**src/rtl/scroll_display_ctrl.sv**
```systemverilog
// Four-digit multiplexed seven-segment sequencer that scrolls a message of up to 16
// segment patterns right-to-left, looping or running once.
module scroll_display_ctrl #(
  parameter int REFRESH_DIV = 50000,
  parameter int SCROLL_DIV  = 100
) (
  input  logic       clk,
  input  logic       reset,
  input  logic       wr_en,
  input  logic [3:0] wr_addr,
  input  logic [6:0] wr_data,
  input  logic [4:0] msg_len,
  input  logic       one_shot,
  input  logic       start,
  input  logic       stop,
  input  logic       pause,
  output logic [3:0] digit,
  output logic [6:0] sseg,
  output logic       dp,
  output logic       busy,
  output logic       wrap,
  output logic       done
);

  localparam int RW = (REFRESH_DIV > 1) ? $clog2(REFRESH_DIV) : 1;
  localparam int FW = (SCROLL_DIV > 1) ? $clog2(SCROLL_DIV) : 1;
  localparam logic [RW-1:0] REF_LAST = RW'(REFRESH_DIV - 1);
  localparam logic [FW-1:0] FRM_LAST = FW'(SCROLL_DIV - 1);
  localparam logic [6:0]    BLANK    = 7'b1111111;

  typedef enum logic {IDLE, RUN} state_t;

  state_t          state_reg, state_next;
  logic [4:0]      len_reg, len_next;
  logic            one_shot_reg, one_shot_next;
  logic [4:0]      offset_reg, offset_next;
  logic [1:0]      pos_reg, pos_next;
  logic [FW-1:0]   frame_reg, frame_next;
  logic [RW-1:0]   refresh_reg, refresh_next;
  logic [3:0]      digit_reg, digit_next;
  logic [6:0]      sseg_reg, sseg_next;
  logic            wrap_reg, wrap_next;
  logic            done_reg, done_next;
  logic [6:0]      buf_reg [16];

  logic            start_ok;
  logic            ref_tc;
  logic            frame_wrap;
  logic [5:0]      seq_sum;
  logic [5:0]      seq_idx;

  assign start_ok   = start && !stop && (msg_len != 5'd0) && (msg_len <= 5'd16);
  assign ref_tc     = (refresh_reg == REF_LAST);
  assign frame_wrap = ref_tc && (pos_reg == 2'd3);

  always_ff @(posedge clk or negedge reset) begin
    if (!reset) begin
      for (int i = 0; i < 16; i++) buf_reg[i] <= BLANK;
    end else if (wr_en) begin
      buf_reg[wr_addr] <= wr_data;
    end
  end

  always_ff @(posedge clk or negedge reset) begin
    if (!reset) begin
      state_reg    <= IDLE;
      len_reg      <= 5'd0;
      one_shot_reg <= 1'b0;
      offset_reg   <= 5'd0;
      pos_reg      <= 2'd0;
      frame_reg    <= '0;
      refresh_reg  <= '0;
      digit_reg    <= 4'b1111;
      sseg_reg     <= BLANK;
      wrap_reg     <= 1'b0;
      done_reg     <= 1'b0;
    end else begin
      state_reg    <= state_next;
      len_reg      <= len_next;
      one_shot_reg <= one_shot_next;
      offset_reg   <= offset_next;
      pos_reg      <= pos_next;
      frame_reg    <= frame_next;
      refresh_reg  <= refresh_next;
      digit_reg    <= digit_next;
      sseg_reg     <= sseg_next;
      wrap_reg     <= wrap_next;
      done_reg     <= done_next;
    end
  end

  always_comb begin
    state_next    = state_reg;
    len_next      = len_reg;
    one_shot_next = one_shot_reg;
    offset_next   = offset_reg;
    pos_next      = pos_reg;
    frame_next    = frame_reg;
    refresh_next  = refresh_reg;
    wrap_next     = 1'b0;
    done_next     = 1'b0;
    case (state_reg)
      IDLE: begin
        if (start_ok) begin
          state_next    = RUN;
          len_next      = msg_len + 5'd4;
          one_shot_next = one_shot;
        end
      end
      RUN: begin
        if (stop) begin
          state_next = IDLE;
        end else begin
          refresh_next = ref_tc ? '0 : refresh_reg + 1'b1;
          if (ref_tc) pos_next = pos_reg + 2'd1;
          // While paused the frame count parks at its last value so the step
          // fires on the first frame wrap after release.
          if (frame_wrap) begin
            if (frame_reg != FRM_LAST) begin
              frame_next = frame_reg + 1'b1;
            end else if (!pause) begin
              frame_next = '0;
              if (offset_reg == len_reg - 5'd1) begin
                offset_next = 5'd0;
                wrap_next   = 1'b1;
                if (one_shot_reg) begin
                  done_next  = 1'b1;
                  state_next = IDLE;
                end
              end else begin
                offset_next = offset_reg + 5'd1;
              end
            end
          end
        end
      end
      default: state_next = IDLE;
    endcase
    if (state_next == IDLE) begin
      offset_next  = 5'd0;
      pos_next     = 2'd0;
      frame_next   = '0;
      refresh_next = '0;
    end
  end

  // Outputs are computed from next-state position so digit and sseg move together.
  always_comb begin
    seq_sum    = {1'b0, offset_next} + {4'b0, pos_next};
    seq_idx    = (seq_sum >= {1'b0, len_next}) ? seq_sum - {1'b0, len_next} : seq_sum;
    digit_next = 4'b1111;
    sseg_next  = BLANK;
    if (state_next == RUN) begin
      digit_next = ~(4'b1000 >> pos_next);
      if (seq_idx >= 6'd4) sseg_next = buf_reg[4'(seq_idx - 6'd4)];
    end
  end

  assign digit = digit_reg;
  assign sseg  = sseg_reg;
  assign dp    = 1'b1;
  assign busy  = (state_reg == RUN);
  assign wrap  = wrap_reg;
  assign done  = done_reg;

endmodule

```
**config.mk**
```make
export PLATFORM = sky130hd
export DESIGN_NAME = scroll_display_ctrl
export DESIGN_NICKNAME = d
export VERILOG_FILES = /design/src/rtl/scroll_display_ctrl.sv
export SDC_FILE = /design/constraint.sdc
export NUM_CORES = 1
export LEC_CHECK = 0
export CAP_MARGIN = 40
export CORE_MARGIN = 1.5
export CORE_UTILIZATION = 51
export CTS_CLUSTER_SIZE = 14
export DETAILED_ROUTE_END_ITERATION = 6
export PLACE_DENSITY = 0.73
export REMOVE_ABC_BUFFERS = 1
export SLEW_MARGIN = 20
export SYNTH_ARGS = -nofsm -noshare
export SYNTH_HDL_FRONTEND = slang
export SYNTH_SLANG_ARGS = --single-unit
```
**constraint.sdc**
```tcl
create_clock -name clk -period 8.55 [get_ports clk]
set_clock_uncertainty 0.15 [all_clocks]
set_input_delay 1.71 -clock clk [delete_from_list [all_inputs] [get_ports clk]]
set_output_delay 1.71 -clock clk [all_outputs]
set_load 0.05 [all_outputs]
```
==> results.py, run 1 <==
metrics = {
    "worst_setup_path": {
        "r2r.worst_path.cells": 25,
        "criticalPathCategory": "in -> reg",
        "critical_path.most_common_cell": "ha_1",
        "critical_path.top_delay_family": "compound AO/OA/AOI/OAI gates",
        "timing.critical_path.from_type": "input port",
        "total_number_of_cells_along_the_worst_setup_path": 27,
        "critical_path_at_ns": 8.00,
        "cp_data_required_time_ns": 8.72,
        "critical_path.n_buffers_inverters": 4,
        "worst_setup_path_end_kind": "register",
        "cp_max_fo": 18,
        "slowest_stage": "clkdlybuf4s50_1",
        "timing.critical_path.slowest_cell_delay_ns": 0.49,
    },
    "global_routing": {
        "grt_pass1_vias": 6297,
        "track_usage_pct": 24.2,
        "antenna_violations_before_repair": 0,
        "grt_start_max_net_pins": 83,
        "grt_first_pass_wirelength_mm": 33.3,
        "global_route.overflow_total": 0,
    },
    "sta": {
        "layout_worst_path_cycle_share_pct": 91.7,
        "min_period_ns": 7.84,
        "finalSetupViolCount": 0,
        "timing.setup.tns_ns": 0,
        "worst_slew_margin_rel_pct": 45.3,
        "tightestPinTransition_ns": 0.820,
        "timing_max_transition_violations_final": 0,
        "fmax_mhz": 128,
        "final_hold_viol_count": 0,
        "rsz_0062_raised_after_global_routing": "no",
    },
    "clock_tree": {
        "cts_resized": 0,
        "postCtsHoldBufs": 0,
        "htree_num_levels": 4,
        "clk-insertion-delay-late_ns": 0.44,
        "clk_pin_slew_worst_paths_ns": 0.07,
        "cts_made_buffers": 17,
        "post_cts.repair.setup_buffers": 0,
        "clock_sink_count": 162,
        "ctsLongestPathBuffers": 2,
        "cts_tree": "done",
        "cts.root.buffer_cell": "clkbuf_16",
    },
    "job": {
        "timing.max_cap.violations": 0,
    },
    "cells_and_area": {
        "largest_register_ffs": 112,
        "finish.net_count": 826,
        "num_antenna_cells": 0,
        "fillers": 1285,
        "fraction_of_final_layout_cells_sized_beyond_drive_strength_1_pct": 38.8,
        "stdcell_area_um2": 9890,
        "syn2layout_area_growth_pct": 13.5,
        "post_route_non_filler_standard_cell_count": 1017,
    },
    "logic_synthesis": {
        "yosysWarningCount": 0,
        "seq_total_area_yosys_pct": 48.3,
        "post-synth-top-count-cell": "dfstp_2",
        "synth.top_cell.area_share_pct": 37.1,
        "synth.avg_cell_area_um2": 11.5,
        "ys_dominant_reg_cell": "dfstp_2",
        "synth_async_sr_flop_share_pct": 100,
        "synth.top_cells.by_area": "dfstp_2, mux2_2, dfrtp_1",
        "synth.cell_area_um2": 8720,
        "synth_enable_flop_cells": 0,
        "yosys.area.top_type": "dfstp_2",
        "yosys.cell_types.count": 68,
        "synthesis.instances": 756,
        "synth-seq-cells": 162,
        "post_synth_most_frequent_cells": "dfstp_2, mux2_2, o21ai_0",
    },
    "pwr": {
        "internal_power_mw": 1.68,
        "power.ir.vdd_worst_mv": 0.189,
        "seqPwrFrac_pct": 44.7,
        "pwr_density_cell_nw_per_um2": 243,
        "pwr-share-comb_pct": 23.7,
        "leakage_nw": 4.07,
        "switchingPower_mw": 0.729,
        "netSwitchingFraction_pct": 30.3,
        "clockPowerShare_pct": 31.6,
    },
    "drt": {
        "detail_route.iter0.violations": 414,
        "wl_per_cell_um": 20.3,
        "drt.antenna.violating_nets": 0,
        "num_vias": 6218,
        "routed_wirelength_mm": 20.7,
        "detail_route.first_pass.iterations": 5,
        "routed_via_density": 6.11,
        "detail_route.drc_violations": 0,
    },
    "die": {
        "num_rows": 47,
        "die_h_um": 134,
        "floorplan.core_area_um2": 16600,
        "ioPinCount": 38,
        "die_w_um": 134,
        "start_util_pct": 52.4,
        "design.die.area_um2": 17900,
    },
    "placed_design": {
        "post-dp-hpwl_mm": 14.9,
        "io_buffers": 36,
        "placedCellCount": 985,
        "post_dp_cell_area_um2": 9300,
        "gp_congestion": 0.932,
    },
    "outcome": {
        "outcome": "finished clean",
    },
    "min_path": {
        "holdPathStages": 1,
        "hp-class": "reg -> reg",
    },
}
[path summary, 6_finish.rpt]
check	startpoint	end	slack, ns
min in group asynchronous	reset	refresh_reg[0]	1.15
hold reg to reg	frame_reg[6]	frame_reg[6]	0.33
max in group asynchronous	reset	sseg[3]	5.84
setup reg to reg	offset_reg[2]	sseg[0]	1.30
hold / removal	frame_reg[6]	frame_reg[6]	0.33
setup / recovery	msg_len[2]	sseg[0]	0.71
[power groups by stage]
stage	combinational (mW)	sequential [mW]	clock (mW)
after floorplan	0.377	1.08	0
after global placement	0.551	1.07	0
after detailed placement	0.566	1.09	0
after CTS	0.568	1.08	0.771
after global routing	0.615	1.09	0.804
final	0.570	1.08	0.760
[layer usage]
| layer | wire length (µm) | track usage [%] | up-vias | share of wire (%) |
|---|---|---|---|---|
| li1 | - | - | 2840 | - |
| met1 | 9180 | 32.1 | 3151 | 44 |
| met2 | 10200 | 39.1 | 188 | 49 |
| met3 | 935 | 5.67 | 39 | 4.5 |
| met4 | 418 | 8.03 | 0 | 2.0 |
| met5 | 0 | 0 | - | 0 |
[stage by stage]
stage / power, mW / setup WS [ns] / hold slack, ns / util, %
finish: 2.41 / 0.711 / 0.335 / 59.5
global route: 2.51 / 0.256 / 0.355 / 59.5
CTS: 2.42 / 0.766 / 0.340 / 59.5
detailed placement: 1.65 / 0.313 / 0.328 / 55.9
global placement: 1.63 / 0.644 / 0.327 / 55.7
floorplan: 1.46 / 0.722 / 0.297 / -
[layout make-up]
class	instances	area [µm²]	share of cell area, %
inverters	18	67.6	0.683
multi-input cells	539	4280	43.3
clock buffers	17	425	4.30
well taps	220	275	2.78
flip-flops and latches	162	4210	42.5
repair buffers	46	469	4.74
clock inverters	15	169	1.71
[worst reg2reg max path: stages, from the launching register on]
cell and delay, ns:
dfrtp_1 0.48, and3b_1 0.24, o21a_1 0.20, o311ai_1 0.68
o21ai_0 0.32, and2_1 0.37, nor2_1 0.27, ha_1 0.22
inv_1 0.06, fa_1 0.44, nand4_1 0.11, o2bb2ai_1 0.08
a211oi_1 0.41, ha_1 0.36, a21o_1 0.17, a21o_1 0.18
a21oi_1 0.17, a21boi_2 0.34, mux2_4 0.43, ha_1 0.42
nor2_1 0.06, mux2i_1 0.13, buf_4 0.22, a211oi_1 0.09
a2111oi_2 0.39, nand4_1 0.15
[placed cells by master (no fill, tap or decap), types with 6 or more instances in the layout]
cell	netlist	final
nor3_1	6	6
dfrtp_1	39	39
nand2b_1	10	10
xnor2_1	12	12
nor2_1	30	30
mux2i_1	31	31
nand3_1	38	38
a21oi_1	15	15
and3_1	15	15
a211oi_1	24	24
ha_1	17	17
o21ai_0	53	53
inv_1	17	17
clkdlybuf4s50_1	0	35
a2111oi_2	7	7
mux2_2	113	113
nor3b_1	6	6
o22a_1	14	14
mux2_4	8	8
a21o_1	6	6
nor2b_1	9	9
buf_4	2	8
or3_1	11	11
nand4_1	12	12
nand2_1	44	44
dfstp_2	123	123
clkbuf_16	0	17
[kinds of logic (layout without fill, tap and decap cells)]
family	count (synthesis)	after routing	synth area share [%]
muxes	152	152	19.5
xor gates and xnor gates	17	17	1.71
AOI/OAI and AO/OA	145	145	11.8
adders and majority gates	19	19	2.90
and+or+nand+nor	205	205	13.1
buffers and inverters	55	96	2.61
DFF	162	162	48.3
other	1	1	0.0430
(Power assumes the default switching activity.)
==> run 2, diff against run 1 <==
--- a/config.mk
+++ b/config.mk
@@ -6,7 +6,6 @@
 export NUM_CORES = 1
 export LEC_CHECK = 0
 export CAP_MARGIN = 40
-export CORE_MARGIN = 1.5
 export CORE_UTILIZATION = 51
 export CTS_CLUSTER_SIZE = 14
 export DETAILED_ROUTE_END_ITERATION = 6
==> run 2 against run 1 <==
  * Power rose by 1.5%
  * Critical path depth did not move
  * Utilization rose by 0.090 points
  * Flip-flop and latch count did not move
  * Die area fell by 1.5%
  * Routed wire length rose by 3.5%
  * Non-clock buffer count rose by 1
  * Clock power rose by 4.1%
  * Hold slack improved by 0.056 ns
  * Global-route usage rose by 1.3 points
  * Combinational power rose by 0.9%
  * Critical endpoint is now sseg[3]
  * Highest routed layer unchanged
==> results.py, run 2 (synthesized netlist as in run 1, its figures left out) <==
metrics = {
    "worst_setup_path": {
        "critical_path.reg2reg.endpoint": "sseg[3]",
        "regToRegSetupSlack_ns": 1.64,
        "cp_data_required_time_ns": 8.72,
        "timing.critical_path.from_type": "input port",
        "criticalPathCategory": "in -> reg",
        "r2r.worst_path.cells": 27,
        "critical_path.reg2reg.startpoint": "len_reg[0]",
        "worst_setup_path_end_kind": "register",
        "worstSetupStartpoint": "msg_len[2]",
        "cp_max_fo": 18,
        "critical_path_at_ns": 8.01,
    },
    "sta": {
        "rsz_0062_raised_after_global_routing": "no",
        "finalSetupViolCount": 0,
        "timing_max_transition_violations_final": 0,
        "layout_worst_path_cycle_share_pct": 91.7,
        "fmax_mhz": 128,
        "final_hold_viol_count": 0,
        "min_period_ns": 7.84,
        "tightestPinTransition_ns": 0.868,
        "timing.setup.tns_ns": 0,
        "finalHoldWorstSlack_ns": 0.391,
        "worst_slew_margin_rel_pct": 42.1,
    },
    "clock_tree": {
        "post_cts.repair.setup_buffers": 0,
        "cts_tree": "done",
        "clk-insertion-delay-late_ns": 0.44,
        "cts_resized": 0,
        "cts.root.buffer_cell": "clkbuf_16",
        "ctsLongestPathBuffers": 2,
        "htree_num_levels": 4,
        "cts_made_buffers": 17,
        "clk_pin_slew_worst_paths_ns": 0.07,
        "postCtsHoldBufs": 0,
        "clock_sink_count": 162,
    },
    "min_path": {
        "worst_hold_path.endpoint": "refresh_reg[5]",
        "holdPathStages": 1,
        "holdCritStartpoint": "refresh_reg[5]",
        "hp-class": "reg -> reg",
    },
    "drt": {
        "routed_wirelength_mm": 21.4,
        "num_vias": 6283,
        "drt.antenna.violating_nets": 0,
        "detail_route.drc_violations": 0,
        "routed_via_density": 6.17,
        "detail_route.first_pass.iterations": 5,
        "detail_route.iter0.violations": 404,
        "wl_per_cell_um": 21.0,
    },
    "cells_and_area": {
        "largest_register_ffs": 112,
        "finish.net_count": 827,
        "fraction_of_final_layout_cells_sized_beyond_drive_strength_1_pct": 38.7,
        "layout.cells.most_common_list": "dfstp_2, mux2_2, o21ai_0",
        "most_common_library_cell_in_the_layout_ignoring_fill_and_taps": "dfstp_2",
        "syn2layout_area_growth_pct": 13.7,
        "num_antenna_cells": 0,
    },
    "global_routing": {
        "grt_first_pass_wirelength_mm": 34.7,
        "global_route.overflow_total": 0,
        "grt_pass1_vias": 6430,
        "antenna_violations_before_repair": 0,
        "grt_start_max_net_pins": 80,
        "track_usage_pct": 25.5,
    },
    "pwr": {
        "power.ir.vdd_worst_mv": 0.178,
        "pwr_density_cell_nw_per_um2": 247,
        "leakage_nw": 4.07,
    },
    "die": {
        "die_h_um": 133,
        "num_rows": 47,
        "die_w_um": 133,
        "start_util_pct": 52.4,
        "design.die.area_um2": 17600,
        "floorplan.core_area_um2": 16600,
        "ioPinCount": 38,
    },
    "placed_design": {
        "gp_congestion": 0.938,
        "post-dp-hpwl_mm": 14.8,
        "io_buffers": 36,
    },
    "job": {
        "timing.max_cap.violations": 0,
    },
    "outcome": {
        "outcome": "finished clean",
    },
}
-- run 2: changes by cell type in the layout (fill, tap and decap cells not counted) --
| cell | previous run | this run |
|---|---|---|
| clkinvlp_4 | 1 | 3 |
| clkinv_8 | 2 | 0 |
| buf_16 | 1 | 0 |
| clkbuf_1 | 0 | 1 |
| clkbuf_16 | 17 | 19 |
| inv_4 | 1 | 0 |
| buf_4 | 8 | 9 |
| buf_12 | 1 | 2 |
| inv_8 | 2 | 3 |
| clkinv_4 | 3 | 0 |
-- run 2: power by group --
group	switching, mW	leakage [nW]	internal [mW]
logic	0.310	1.96	0.266
clock network	0.345	0.291	0.446
registers	0.0799	1.82	0.997
-- run 2: routing by layer --
| layer | global-route usage (%) | up-vias | wire length [µm] |
|---|---|---|---|
| met5 | 0 | - | 0 |
| met4 | 9.90 | 0 | 474 |
| met3 | 5.02 | 38 | 906 |
| met2 | 41.4 | 173 | 10500 |
| met1 | 33.8 | 3234 | 9490 |
| li1 | - | 2838 | - |
-- run 2: stage by stage --
| stage | area (µm²) | instances | setup WS [ns] | util (%) | total power [mW] |
|---|---|---|---|---|---|
| after floorplan | 8560 | 719 | 0.722 | - | 1.46 |
| after global placement | 9280 | 985 | 0.593 | 55.8 | 1.63 |
| after detailed placement | 9300 | 986 | 0.330 | 55.9 | 1.65 |
| after CTS | 9910 | 1018 | 0.770 | 59.5 | 2.44 |
| after global routing | 9910 | 1018 | 0.250 | 59.5 | 2.54 |
| final | 9910 | 1018 | 0.711 | 59.5 | 2.44 |
-- run 2: final cells by class --
type / count / area (µm²)
clock buffers: 20 / 479
inverters: 18 / 67.6
multi-input cells: 539 / 4280
repair buffers: 47 / 469
flip-flops and latches: 162 / 4210
clock inverters: 12 / 130
well taps: 220 / 275
fillers: 1337 / 6730
-- run 2: worst max path at each step --
| stage | end | slack, ns | depth (start not counted) |
|---|---|---|---|
| after global placement | sseg[6] | 0.59 | 27 |
| after detailed placement | sseg[3] | 0.33 | 27 |
| after floorplan | sseg[0] | 0.72 | 25 |
| after global routing | sseg[5] | 0.25 | 27 |
| final | sseg[3] | 0.71 | 27 |
| after CTS | sseg[3] | 0.77 | 27 |
-- run 2: worst max-delay path, stage by stage --
cell and delay (ns):
clkdlybuf4s50_1 0.50, inv_1 0.06, ha_1 0.19, nor3b_1 0.14, xnor2_1 0.29, nand3_1 0.16, and2_1 0.30, nor2_1 0.25
ha_1 0.21, inv_1 0.05, fa_1 0.43, nand4_1 0.10, o2bb2ai_1 0.08, a211oi_1 0.35, ha_1 0.35, a21o_1 0.17
a21o_1 0.18, a21oi_1 0.17, a21boi_2 0.35, mux2_4 0.43, ha_1 0.43, nor2_1 0.07, mux2i_1 0.14, buf_4 0.22
a211oi_1 0.08, a2111oi_2 0.45, nand4_1 0.15
